## src/rtl/usr_pkg.sv

```systemverilog
// Shared definitions for the universal shift register: mode encodings and the
// helper that classifies which modes advance the shift counter.
package usr_pkg;

  typedef logic [2:0] usr_mode_t;

  localparam usr_mode_t USR_HOLD = 3'b000;
  localparam usr_mode_t USR_SHR  = 3'b001;
  localparam usr_mode_t USR_SHL  = 3'b010;
  localparam usr_mode_t USR_LOAD = 3'b011;
  localparam usr_mode_t USR_ROR  = 3'b100;
  localparam usr_mode_t USR_ROL  = 3'b101;
  localparam usr_mode_t USR_ASR  = 3'b110;
  localparam usr_mode_t USR_CLR  = 3'b111;

  // Every mode that moves bits sideways counts toward a completed word.
  function automatic logic usr_is_shift(input usr_mode_t m);
    return (m == USR_SHR) || (m == USR_SHL) || (m == USR_ROR) ||
           (m == USR_ROL) || (m == USR_ASR);
  endfunction

endpackage

```

## src/rtl/usr_cell.sv

```systemverilog
// One bit of the universal shift register: selects the next value of its bit
// from itself, its neighbours (or the edge substitutes), or the load data.
module usr_cell
  import usr_pkg::*;
(
  input  usr_mode_t mode,
  input  logic      cur,
  input  logic      shr_in,
  input  logic      shl_in,
  input  logic      ror_in,
  input  logic      rol_in,
  input  logic      asr_in,
  input  logic      d_bit,
  output logic      nxt
);

  always_comb begin
    nxt = cur;
    case (mode)
      USR_HOLD: nxt = cur;
      USR_SHR:  nxt = shr_in;
      USR_SHL:  nxt = shl_in;
      USR_LOAD: nxt = d_bit;
      USR_ROR:  nxt = ror_in;
      USR_ROL:  nxt = rol_in;
      USR_ASR:  nxt = asr_in;
      USR_CLR:  nxt = 1'b0;
      default:  nxt = cur;
    endcase
  end

endmodule

```

## src/rtl/usr_param.sv

```systemverilog
// Parametrised universal shift register with serial outputs and a shift counter
// that pulses word_done once every WIDTH shifts (parallel<->serial conversion).
module usr_param
  import usr_pkg::*;
#(
  parameter  int WIDTH = 4,
  localparam int CNT_W = $clog2(WIDTH + 1)
) (
  input  logic             clk,
  input  logic             rst_n,
  input  logic             ce,
  input  usr_mode_t        mode,
  input  logic             s_left,
  input  logic             s_right,
  input  logic [WIDTH-1:0] d,
  output logic [WIDTH-1:0] q,
  output logic             so_right,
  output logic             so_left,
  output logic [CNT_W-1:0] shift_cnt,
  output logic             word_done
);

  localparam logic [CNT_W-1:0] LAST_CNT = CNT_W'(WIDTH - 1);

  logic [WIDTH-1:0] q_next;

  // Edge bits take serial inputs, wrap-around or sign bit in place of a neighbour.
  for (genvar i = 0; i < WIDTH; i++) begin : g_bit
    logic shr_in, shl_in, ror_in, rol_in, asr_in;

    if (i == WIDTH - 1) begin : g_msb
      assign shr_in = s_right;
      assign ror_in = q[0];
      assign asr_in = q[WIDTH-1];
    end else begin : g_upper
      assign shr_in = q[i+1];
      assign ror_in = q[i+1];
      assign asr_in = q[i+1];
    end

    if (i == 0) begin : g_lsb
      assign shl_in = s_left;
      assign rol_in = q[WIDTH-1];
    end else begin : g_lower
      assign shl_in = q[i-1];
      assign rol_in = q[i-1];
    end

    usr_cell u_cell (
      .mode   (mode),
      .cur    (q[i]),
      .shr_in (shr_in),
      .shl_in (shl_in),
      .ror_in (ror_in),
      .rol_in (rol_in),
      .asr_in (asr_in),
      .d_bit  (d[i]),
      .nxt    (q_next[i])
    );
  end

  assign so_right = q[0];
  assign so_left  = q[WIDTH-1];

  // word_done drops on every edge that is not a wrapping shift, including ce=0.
  always_ff @(posedge clk or negedge rst_n) begin
    if (!rst_n) begin
      q         <= '0;
      shift_cnt <= '0;
      word_done <= 1'b0;
    end else begin
      word_done <= 1'b0;
      if (ce) begin
        q <= q_next;
        if (mode == USR_LOAD || mode == USR_CLR) begin
          shift_cnt <= '0;
        end else if (usr_is_shift(mode)) begin
          if (shift_cnt == LAST_CNT) begin
            shift_cnt <= '0;
            word_done <= 1'b1;
          end else begin
            shift_cnt <= shift_cnt + CNT_W'(1);
          end
        end
      end
    end
  end

endmodule

```

## config.mk

```make
export PLATFORM = sky130hd
export DESIGN_NAME = usr_param
export DESIGN_NICKNAME = d
export VERILOG_FILES = /design/src/rtl/usr_pkg.sv /design/src/rtl/usr_cell.sv /design/src/rtl/usr_param.sv
export SDC_FILE = /design/constraint.sdc
export NUM_CORES = 1
export LEC_CHECK = 0
export ABC_AREA = 1
export BUFFER_PORTS_ARGS = -buffer_cell sky130_fd_sc_hd__buf_2
export CAP_MARGIN = 30
export CORE_MARGIN = 2
export CORE_UTILIZATION = 41
export DETAILED_ROUTE_END_ITERATION = 6
export PLACE_DENSITY = 0.72
export SLEW_MARGIN = 0
export SYNTH_ARGS = -nofsm -noshare
export SYNTH_HDL_FRONTEND = slang
export SYNTH_SLANG_ARGS = --single-unit
```

## constraint.sdc

```tcl
create_clock -name clk -period 0.8 [get_ports clk]
set_input_delay 0.16 -clock clk [delete_from_list [all_inputs] [get_ports clk]]
set_output_delay 0.16 -clock clk [all_outputs]
set_load 0.05 [all_outputs]
```

# == Yosys cells after proc, flatten, opt, wreduce, memory -nomap -nowiden ==
# Index checks and enable logic that the tools add are counted.
# Widths: inputs -> output; s select.
# op_classes
n_addsub,1
mul,0
div,0
n_lt_le_gt_ge,0
n_eq_ne,8
n_shift,0
mux,11
n_bitwise,2
n_reduce_logical,13
# op_table
op,count
$eq 3x3->1 const B,4
$pmux 1 s5,2
$eq 3x2->1 const B,3
$mux 3,3
$pmux 1 s4,2
$reduce_and 2->1,3
$logic_or 1x1->1,5
$mux 1,4
$reduce_or 2->1,2
$add 3x1->3 const B,1
$eq 3x1->1 const B,1
$logic_not 3->1,1
$reduce_or 3->1,1
$not 1->1,2
$reduce_bool 2->1,1
# totals
reg_bits,8
latch_bits,0
ramBits,0
romBits,0
out_inout_bits,10
n_memories,0

# == Logic depth before layout (Yosys ltp) ==
# logic_depth
ltp_word,8
ltp_mapped,8

# == Cells and area by module ==
# From an unflattened synthesis, not the netlist that was laid out.
# unflattened
hier_cells,132
hier_area_um2,780.7
# modules_own_cells
module,instances,cells_per_inst,area_per_inst_um2,seq_area_each_um2
usr_param,1,40,405.4,200.2
usr_cell,4,23,93.8,0.0

# == Least setup slack after synthesis ==
# Ideal clock, no wire load.
# synth_timing
kind,reg-to-reg
startpoint,reg shift_cnt[1]
endpoint,reg shift_cnt[0]
arrival_time_ps,1050
required_ps,674
slack_ps,-375
stages_incl_launch_ff,5
n_path_buf,0
period_less_slack_ps,1175
path_cell_list,dfrtp_1 > ha_1 > nand2_1 > nand2_1 > o22ai_1
# synth_via
elab_chain_cells,4
# synth_rtl
item,line_no,rtl
"start, declared",usr_param.sv:19,"output logic [CNT_W-1:0] shift_cnt,"
"start signal, assigned",usr_param.sv:82,shift_cnt <= shift_cnt + CNT_W'(1);
$eq 3x2->1,usr_param.sv:78,if (shift_cnt == LAST_CNT) begin
$mux 3,usr_param.sv:78,
$mux 3,usr_param.sv:77,end else if (usr_is_shift(mode)) begin
$mux 3,usr_param.sv:75,if (mode == USR_LOAD || mode == USR_CLR) begin
# No other way between the ends. The select of a mux whose other input is x is not followed.
# A chain may end at the register's enable or synchronous reset.

# == Worst setup path in the final report ==
# layout_timing
startpoint,reg q[3]
endpoint,out q[3]
# layout_lines
item,line_no,rtl
"start, declared",usr_param.sv:16,"output logic [WIDTH-1:0] q,"
"start signal, assigned",usr_param.sv:74,q <= q_next;
# No word-level cell between the ends.

==> results by group <==
Timing
  • Final Hold Fails: 0
  • Tcrit/Tclk final: 129%
  • Final worst setup slack: -230 ps
  • Rel. slew slack: around 66%
  • Worst-Margin Slew: between 500 and 600 ps
  • Max Freq: slightly below 1000 MHz
  • Pins over their slew limit: 0
  • Tmin final: 1030 ps
  • Final setup vio count: 18
  • RSZ-0062 raised after global routing: true
  • Clock Skew: around 2.2 ps

Floorplanning
  • Initial Util: between 40% and 50%
  • Die height: between 40 and 50 um
  • Std-Cell Rows: 13
  • Width of the die: between 40 and 50 um
  • IO Count: 22
  • Core Region: around 0.0013 mm2
  • Die area: ~0.0017 mm2

CTS
  • TritonCTS clock tree: built
  • Clock Sinks: 8
  • Worst-path clk slew: around 60 ps
  • CTS Buf Count: 3
  • CTS H-Tree Depth: 1
  • Worst-skew pair later-pin latency: 260 ps
  • CTS Buffer Depth: 2
  • Root Buffer: clkbuf_4

Cells and area
  • Filler cells: between 100 and 150
  • Most common cell after layout, fill and taps aside: nand2_1
  • Post-route cell area: 907 um2
  • Area growth syn-to-layout: 59.7%
  • Most frequent cells in the layout: 24 x nand2_1, 14 x nor2_1, 14 x buf_6, 11 x buf_2, 7 x buf_4
  • Post-layout util: approximately 70%
  • Fraction of layout cells with a size suffix above 1: between 40% and 50%
  • Nets: ~130
  • Ant diodes: 0

Route
  • Post-Route WL: between 1000 and 1500 um
  • 1st-iter DRT viols: 4
  • Drt drc: 0
  • Final ANT Viol Nets: 0
  • Via density: approximately 4.7
  • Vias after detailed routing: 615
  • Drt wl/cell: ~11 um
  • Detailed Routing Iterations Pass 1: 4

Critical path
  • Reg-to-reg endpoint: q[1]
  • Worst-path fanout max: 4
  • Setup crit end kind: primary output
  • Slowest CP cell: dfrtp_2
  • Req. time, crit path: around 640 ps
  • Critical path launch point type: flop
  • Critical R2R Launch: q[0]
  • WS Path Type: flop to primary output
  • WP data arrival: a little under 900 ps
  • Family with the most delay on the worst path: flip-flops
  • R2R Setup Slk: -220 ps
  • Crit-path cells: buf_6
  • Worst path bufs/invs: 1
  • R2R cell count: 6
  • Crit path largest cell delay: about 450 ps

Global routing
  • Gr usage total: 20.2%
  • First-pass GRT wire length: approximately 2200 um
  • Initial antenna violation count: 0
  • Vias in the first global route: 566
  • Largest net degree at the start of global routing: 9
  • Grt total ovfl: 0

Pwr
  • Power share of the sequential group: a little under 30%
  • Clk network pwr share: 16.3%
  • Maximum vdd drop: 1.78 mV
  • Power density over the cells: approximately 2300 mW/mm2
  • Leakage: between 0.4 and 0.5 nW
  • Power, Total: 2.07 mW
  • Cell Int Power: 1.16 mW
  • Sw frac: 43.9%
  • Sw power: between 0.9 and 1 mW
  • Power share of the combinational group: between 50 and 60%

Synth
  • Top-area cell type share of the netlist area: a little over a third
  • Synth Area in Adders: 2.20%
  • Synthesized area per cell: ~6.8 um2
  • Ranking of synthesized cells by area: dfrtp_1 35%, nand2_1 18%, nor2_1 9.9%, nand3_1 9.7%, buf_4 7.9%
  • FF+latch count, synth: 8
  • Simple-Gate Fraction of Synth Area: between 40% and 50%
  • Synth Area in XOR/XNOR: 0%
  • Combinational family with the most area after synthesis: simple AND/OR/NAND/NOR gates
  • Compound-Gate Fraction of Synth Area: under 10%
  • Area leader, netlist: dfrtp_1
  • Yosys warns: 0
  • Syn Nets: 97
  • Post-Syn Instances: between 80 and 90
  • Post-synthesis cell area: 568 um2
  • Yosys cell types: 15
  • Multiplexer share of the synthesized area: 0%
  • Part of the Yosys area used for sequential elements: approximately a third

Worst hold path
  • Hold Path Stages: 5
  • Hold Path Origin: d[2]
  • Worst hold endpoint: q[2]
  • Hold Path Class: input port to flop

Placement
  • Placed inst area: just over 700 um2
  • Placer Congestion: approximately 0.84
  • Post-DP HPWL: about 1100 um
  • Post-Place Worst Slack: -206 ps
  • IO buf count: 21

Outcome
  • Outcome: finished with violations
  • Failing checks: setup timing

Flow run
  • Max-cap violations: 0
## Yosys cell counts, drive strengths merged
cell,n
nand2,27
nor2,16
nand3,12
dfrtp,8
inv,8
buf,6
o21ai,2
a21boi,1
ha,1
nand4,1
nor3,1
o22ai,1
## cell type report
class                      count  area [um2]  area share [%]
multi-input combinational     62         350            38.6
clock buffer                   4        26.3            2.90
inverter                       8        30.0            3.31
tap                           15        18.8            2.07
sequential                     8         206            22.8
timing repair buffer          33         275            30.3
## cells by family after synthesis
logic type                 count (synthesis)
and+or+nand+nor                           57
buffers and inverters                     14
DFF                                        8
AOI/OAI and AO/OA                          4
adders and majority gates                  1
## through the flow
step,hold slack [ps],setup TNS (ps),instances
6_report,225,-2950,130
5_1_grt,258,-3620,130
4_1_cts,227,-2820,127
3_5_place_dp,13.7,-1320,120
3_3_place_gp,14.8,-1230,120
2_1_floorplan,-136,-1460,84
## metal layers
layer  wire length [um]  track usage [%]
met1                599             22.0
met2                737             37.1
met3                101             9.78
met4                  0                0
met5                  0                0
## timing repair
item                                   CTS  global route
setup buffers                            2             3
hold buffers                             1             0
setup endpoints to repair               18            18
gates resized for setup                 26             8
endpoints found under the hold margin    8             0
pin swaps                                5             6
## power groups by stage
stage	registers [mW]	logic, mW	clock network [mW]
after global routing	0.628	1.19	0.375
after global placement	0.594	0.829	0
after CTS	0.615	1.03	0.346
after detailed placement	0.602	0.855	0
final	0.613	1.12	0.338
after floorplan	0.805	0.456	0
## worst max path at each step
stage               cells after the start  slack (ps)    to  startpoint
floorplan                               6        -230  q[3]        q[0]
global placement                        7        -190  q[2]     mode[1]
detailed placement                      6        -210  q[0]     mode[2]
CTS                                     1        -240  q[3]        q[3]
global route                            6        -260  q[3]        q[0]
finish                                  1        -230  q[3]        q[3]
## state kept, by name, indices dropped and copies added (netlist names)
signal and flops:
shift_cnt 3, word_done 1, q 4
Note: power is estimated with default switching activity, not from simulation.
